==> src/rtl/softmax_prob_streamer_pkg.sv <==
`default_nettype none
// softmax_prob_streamer_pkg: FSM encoding, quantiser width and log2 helper
// Rev 1.0
package softmax_prob_streamer_pkg;

  localparam logic [1:0] ST_IDLE  = 2'd0;
  localparam logic [1:0] ST_READ  = 2'd1;
  localparam logic [1:0] ST_DRAIN = 2'd2;

  // Extra bit on top of the probability width so the rounding add cannot wrap
  localparam int QUANT_GUARD_BITS = 1;

  function automatic int clog2_min1(input int n);
    int r;
    r = 0;
    while ((1 << r) < n) r++;
    return (r < 1) ? 1 : r;
  endfunction

endpackage
`default_nettype wire

==> src/rtl/softmax_out_fifo.sv <==
`default_nettype none
// softmax_out_fifo: synchronous FIFO of {last, data} with occupancy count
// Rev 1.0
module softmax_out_fifo
  import softmax_prob_streamer_pkg::*;
#(
  parameter int DATA_W = 8,
  parameter int DEPTH  = 2
) (
  input  logic                     clk,
  input  logic                     rst_n,
  input  logic                     push,
  input  logic [DATA_W-1:0]        push_data,
  input  logic                     push_last,
  input  logic                     pop,
  output logic [DATA_W-1:0]        head_data,
  output logic                     head_last,
  output logic                     empty,
  output logic [$clog2(DEPTH):0]   count
);

  localparam int AW = clog2_min1(DEPTH);

  logic [DATA_W:0] mem [DEPTH];
  logic [AW-1:0]   wr_ptr;
  logic [AW-1:0]   rd_ptr;
  logic [AW:0]     count_q;

  // Storage carries no reset; only the pointers define validity
  always_ff @(posedge clk) begin
    if (push) mem[wr_ptr] <= {push_last, push_data};
  end

  always_ff @(posedge clk or negedge rst_n) begin
    if (!rst_n) begin
      wr_ptr  <= '0;
      rd_ptr  <= '0;
      count_q <= '0;
    end else begin
      if (push) wr_ptr <= wr_ptr + AW'(1);
      if (pop)  rd_ptr <= rd_ptr + AW'(1);
      count_q <= count_q + (AW+1)'(push) - (AW+1)'(pop);
    end
  end

  assign head_data = mem[rd_ptr][DATA_W-1:0];
  assign head_last = mem[rd_ptr][DATA_W];
  assign empty     = (count_q == '0);
  assign count     = count_q;

endmodule
`default_nettype wire

==> src/rtl/softmax_prob_streamer.sv <==
`default_nettype none
// softmax_prob_streamer: reads a finished softmax row, quantises and streams it
// Rev 1.0
module softmax_prob_streamer
  import softmax_prob_streamer_pkg::*;
#(
  parameter int LARGE_SIZE = 16,
  parameter int ROW_WIDTH  = 64,
  parameter int OUT_SIZE   = 8,
  parameter int SHIFT      = 8,
  parameter int FIFO_DEPTH = 2
) (
  input  logic                          clk,
  input  logic                          rst_n,
  input  logic                          row_done,
  output logic [$clog2(ROW_WIDTH)-1:0]  read_addr,
  input  logic [LARGE_SIZE:0]           prob_buffer_out,
  output logic                          out_valid,
  input  logic                          out_ready,
  output logic [OUT_SIZE-1:0]           out_data,
  output logic                          out_last,
  output logic                          busy,
  output logic                          done,
  output logic                          overrun
);

  localparam int RAW = $clog2(ROW_WIDTH);
  localparam int CW  = $clog2(FIFO_DEPTH);
  localparam int QW  = LARGE_SIZE + 1 + QUANT_GUARD_BITS;
  localparam logic [RAW-1:0] LAST_IDX = RAW'(ROW_WIDTH - 1);
  localparam logic [QW-1:0]  RND      = QW'(1) << (SHIFT - 1);

  logic [1:0]          state_q;
  logic                row_done_q;
  logic [RAW-1:0]      issue_cnt;
  logic [RAW-1:0]      read_addr_q;
  logic                inflight_q;
  logic                inflight_last_q;
  logic                done_q;
  logic                overrun_q;

  logic [OUT_SIZE-1:0] head_data;
  logic                head_last;
  logic                fifo_empty;
  logic [CW:0]         fifo_count;

  logic                start;
  logic                pop;
  logic                credit;
  logic                issue;
  logic                issue_last;
  logic [QW-1:0]       q_sum;
  logic [QW-1:0]       q_val;
  logic [OUT_SIZE-1:0] q_data;

  assign start = row_done & ~row_done_q;
  assign pop   = out_valid & out_ready;

  // A pop this cycle frees a slot that the new read may claim
  assign credit = ((CW+2)'(fifo_count) + (CW+2)'(inflight_q)) <
                  ((CW+2)'(FIFO_DEPTH) + (CW+2)'(pop));
  assign issue      = (state_q == ST_READ) && credit;
  assign issue_last = issue && (issue_cnt == LAST_IDX);

  assign q_sum  = QW'(prob_buffer_out) + RND;
  assign q_val  = q_sum >> SHIFT;
  assign q_data = (|q_val[QW-1:OUT_SIZE]) ? '1 : q_val[OUT_SIZE-1:0];

  always_ff @(posedge clk or negedge rst_n) begin
    if (!rst_n) begin
      state_q         <= ST_IDLE;
      row_done_q      <= 1'b0;
      issue_cnt       <= '0;
      read_addr_q     <= '0;
      inflight_q      <= 1'b0;
      inflight_last_q <= 1'b0;
      done_q          <= 1'b0;
      overrun_q       <= 1'b0;
    end else begin
      row_done_q      <= row_done;
      done_q          <= 1'b0;
      inflight_q      <= issue;
      inflight_last_q <= issue_last;
      if (start && (state_q != ST_IDLE)) overrun_q <= 1'b1;
      case (state_q)
        ST_IDLE: begin
          if (start) begin
            issue_cnt   <= '0;
            read_addr_q <= '0;
            state_q     <= ST_READ;
          end
        end
        ST_READ: begin
          if (issue) begin
            issue_cnt <= issue_cnt + RAW'(1);
            if (issue_last) state_q <= ST_DRAIN;
            else            read_addr_q <= issue_cnt + RAW'(1);
          end
        end
        ST_DRAIN: begin
          // Last element leaving means FIFO and read pipe are both empty
          if (pop && head_last) begin
            done_q  <= 1'b1;
            state_q <= ST_IDLE;
          end
        end
        default: state_q <= ST_IDLE;
      endcase
    end
  end

  softmax_out_fifo #(
    .DATA_W (OUT_SIZE),
    .DEPTH  (FIFO_DEPTH)
  ) u_fifo (
    .clk       (clk),
    .rst_n     (rst_n),
    .push      (inflight_q),
    .push_data (q_data),
    .push_last (inflight_last_q),
    .pop       (pop),
    .head_data (head_data),
    .head_last (head_last),
    .empty     (fifo_empty),
    .count     (fifo_count)
  );

  assign read_addr = read_addr_q;
  assign out_valid = ~fifo_empty;
  assign out_data  = out_valid ? head_data : '0;
  assign out_last  = out_valid & head_last;
  assign busy      = (state_q != ST_IDLE);
  assign done      = done_q;
  assign overrun   = overrun_q;

endmodule
`default_nettype wire

==> config.mk <==
export PLATFORM = sky130hd
export DESIGN_NAME = softmax_prob_streamer
export DESIGN_NICKNAME = d
export VERILOG_FILES = /design/src/rtl/softmax_prob_streamer_pkg.sv /design/src/rtl/softmax_out_fifo.sv /design/src/rtl/softmax_prob_streamer.sv
export SDC_FILE = /design/constraint.sdc
export NUM_CORES = 1
export LEC_CHECK = 0
export BUFFER_PORTS_ARGS = -buffer_cell sky130_fd_sc_hd__buf_2
export CAP_MARGIN = 20
export CORE_MARGIN = 2
export CORE_UTILIZATION = 28
export CTS_BUF_LIST = sky130_fd_sc_hd__clkbuf_16
export DETAILED_ROUTE_END_ITERATION = 10
export PLACE_DENSITY = 0.5
export SYNTH_ARGS = -nofsm -noshare
export SYNTH_HDL_FRONTEND = slang
export SYNTH_HIERARCHICAL = 1
export SYNTH_SLANG_ARGS = --single-unit
export TNS_END_PERCENT = 100
==> constraint.sdc <==
create_clock -name clk -period 5 [get_ports clk]
set_input_delay 0 -clock clk [delete_from_list [all_inputs] [get_ports clk]]
set_output_delay 0 -clock clk [all_outputs]
set_load 0.02 [all_outputs]
==> flow_metrics.env <==
export IMPL_status="complete, no violations"
export IMPL_synth_cell_type_count=43
export IMPL_grtUsageTotal_pct=9.891
export IMPL_holdPathEnd="done"
export IMPL_synth_fp_nets=192
export IMPL_ys_warnings_count=6
export IMPL_r2r_end="u_fifo/count[1]"
export IMPL_final_nets=230
export IMPL_insertion_delay_ns=0.28
export IMPL_wl_met2_um=1610
export IMPL_dr_pass1_iters=4
export IMPL_io_pins=40
export IMPL_rsz0062_at_grt="false"
export IMPL_grt_remaining_overflow=0
export IMPL_arrival_ns=2.38
export IMPL_yosysMostFrequentCell="dfrtp_1"
export IMPL_async_flop_share_pct=56.10
export IMPL_fin_crit_ns=2.223
export IMPL_fmax_mhz=449.8
export IMPL_wl_per_cell_um=11.95
export IMPL_clock_sinks=41
export IMPL_die_h_um=89.84
export IMPL_final_max_slew_viol_count=0
export IMPL_vias=1313
export IMPL_seq_area_um2=1116
export IMPL_dieArea_um2=8071
export IMPL_skew_ns=0.003849
export IMPL_ctsResizeCount=0
export IMPL_top_layer_used="met4"
export IMPL_fp_coreArea_um2=7176
export IMPL_die_x_um=89.84
export IMPL_synth_edf_count=18
export IMPL_synth_top_family_by_area="simple AND/OR/NAND/NOR gates"
export IMPL_row_count=31
export IMPL_synthAdderAreaFrac_pct=3.639
export IMPL_antenna_left=0
export IMPL_cp_end_kind="register"
export IMPL_start_kind="register"
export IMPL_clk_pin_slew_ns=0.06
export IMPL_met3WireLength_um=126
export IMPL_syn_cell_area_um2=2063
export IMPL_grt_pass1_wl_um=6341
export IMPL_synth_xor_xnor_area_share_pct=5.822
export IMPL_portBuffers=32
export IMPL_syn_inst=165
export IMPL_gp_congestion=0.7439
export IMPL_hp_class="input pin to register"
export IMPL_crit_type="register to register"
export IMPL_irDropWorstVdd_v=0.0001835
export IMPL_synth_top_area_cell="dfrtp_1"
export IMPL_ys_seq_elements=41
export IMPL_place_hpwl_um=2702
export IMPL_hp_start="out_ready"
export IMPL_grt_pass1_vias=1273
export IMPL_grt_antenna_before_repair=0
export IMPL_power_density_nw_per_um2=641.8
export IMPL_synth_mux_area_share_pct=10.13
export IMPL_yosys_top_cells_count="dfrtp_1 (23), nand2_1 (19), edfxtp_1 (18)"
export IMPL_rr_startpoint="u_fifo/count[1]"
export IMPL_setup_violations=0
export IMPL_synth_area_per_cell_um2=12.50
export IMPL_htreeDepth=2
export IMPL_routed_wirelength_um=3622
export IMPL_path_max_fanout=12
export IMPL_synth_area_leaders="dfrtp_1 (28%), edfxtp_1 (26%), mux2_4 (6.5%), ha_1 (3.6%), nor2b_1 (3.6%)"
export IMPL_area_delta_synth_final_pct=20.86
export IMPL_synth_compound_area_share_pct=8.126
export IMPL_cts_made_buffers=5
export IMPL_netlist_area_leader_share_pct=27.90
export IMPL_worst_pin_slew_ns=0.9635
export IMPL_fillers=715
export IMPL_rr_worst_depth=6
export IMPL_seq_area_frac_synth_pct=54.09
export IMPL_ff2ff_setup_slack_ns=2.78
export IMPL_synth_simple_area_share_pct=16.01
export IMPL_start_util_pct=28.75
export IMPL_antennaDiodeCount=0
export IMPL_drc_errors=0
export IMPL_cts_tree="done"
export IMPL_multi_input_area_um2=902.1
export IMPL_required_ns=5.15
export IMPL_vias_per_cell=4.333
export IMPL_finish_utilization_pct=34.75
export IMPL_drive_above_1_share_pct=30.39
export IMPL_grt_max_degree=24
export IMPL_post_route_period_util_pct=44.46
export IMPL_finalHoldViolCount=0
export IMPL_max_cap_violations=0
export IMPL_drtIter0Drc=37
export IMPL_hold_depth=3
export IMPL_synth_flop_cell="dfrtp_1"
export IMPL_leakagePower_uw=0.001088
export IMPL_setup_tns_ns=0
export IMPL_clockBufferDepth=2
export IMPL_wl_met1_um=1804
export IMPL_slew_headroom_pct=35.53
export IMPL_cts_root_buf="clkbuf_16"
## worst max-delay path by stage
stage                           end  cells past startpoint       startpoint  slack [ns]
CTS                 u_fifo/count[1]                      6  u_fifo/count[1]        2.71
global route        u_fifo/count[1]                      6  u_fifo/count[1]        2.57
global placement    u_fifo/count[1]                      6  u_fifo/count[1]        2.77
floorplan           u_fifo/count[1]                      7  u_fifo/count[1]        3.19
finish              u_fifo/count[1]                      6  u_fifo/count[1]        2.78
detailed placement  u_fifo/count[1]                      6  u_fifo/count[1]        2.72
## report_power, final
part	internal [µW]	switching (µW)	total (µW)	leakage (µW)
Combinational	328	394	722	0.000577
Sequential	479	89.3	569	0.000441
Clock	185	125	310	0.0000702
## metrics by stage
stage	area [µm²]	instances	hold slack, ns	worst slack [ns]	power [µW]
detailed placement	2327	293	0.006073	2.718	1303
global route	2494	303	0.05457	2.573	1732
finish	2494	303	0.01780	2.777	1600
global placement	2327	293	0.01045	2.771	1297
floorplan	2063	165	-0.2956	3.189	1122
CTS	2494	303	0.01398	2.708	1626
## final cells by class
class | instances | share of cell area [%]
clock inverter | 3 | 0.8530
clock buffer | 5 | 5.018
tap | 99 | 4.967
timing repair buffer | 34 | 7.225
multi-input combinational | 115 | 36.18
sequential | 41 | 44.76
inverter | 6 | 1.004
## sequential cells by signal, indices dropped and copies added, names as in the netlist
name,count
u_fifo/wr_ptr,1
state_q,2
u_fifo/mem,18
inflight_last_q,1
overrun,1
inflight_q,1
read_addr,6
u_fifo/rd_ptr,1
u_fifo/count,2
row_done_q,1
done,1
issue_cnt,6
## layout by cell type (no fill, tap or decap), drive strengths merged, types with 4 or more instances in the layout
cell type  count
buf           32
dfrtp         23
nand2         20
edfxtp        18
nor2b         12
mux2          10
o21ai          8
nor2           7
inv            7
xor2           6
ha             6
xnor2          5
clkbuf         5
nand3          5
mux2i          5
and3           4
a21o           4
a31o           4
## per-layer routing
layer / up-vias / GRT usage [%]
met1: 619 / 13.81
met5: - / 0
met3: 6 / 2.096
li1: 661 / -
met4: 0 / 4.615
met2: 27 / 14.71
## kinds of logic (layout without fill, tap and decap cells)
group / Yosys count / after routing
multiplexers: 15 / 15
buffers and inverters: 9 / 48
AND/OR/NAND/NOR: 58 / 58
flip-flops: 41 / 41
XOR/XNOR: 12 / 12
adder cells (fa/ha/maj): 6 / 6
AO/OA/AOI/OAI: 24 / 24
## worst max-delay path, cell delays in order (launching register included)
cell     delay, ns
dfrtp_1       0.42
nor2_1        0.74
nor2b_1       0.17
ha_1          0.33
inv_1         0.05
ha_1          0.15
xor3_1        0.22
## repair_timing
action,CTS,global route
endpoints found under the hold margin,24,0
setup endpoints to repair,0,0
setup buffers,0,0
hold buffers,2,0
Note: power is estimated with default switching activity, not from simulation.
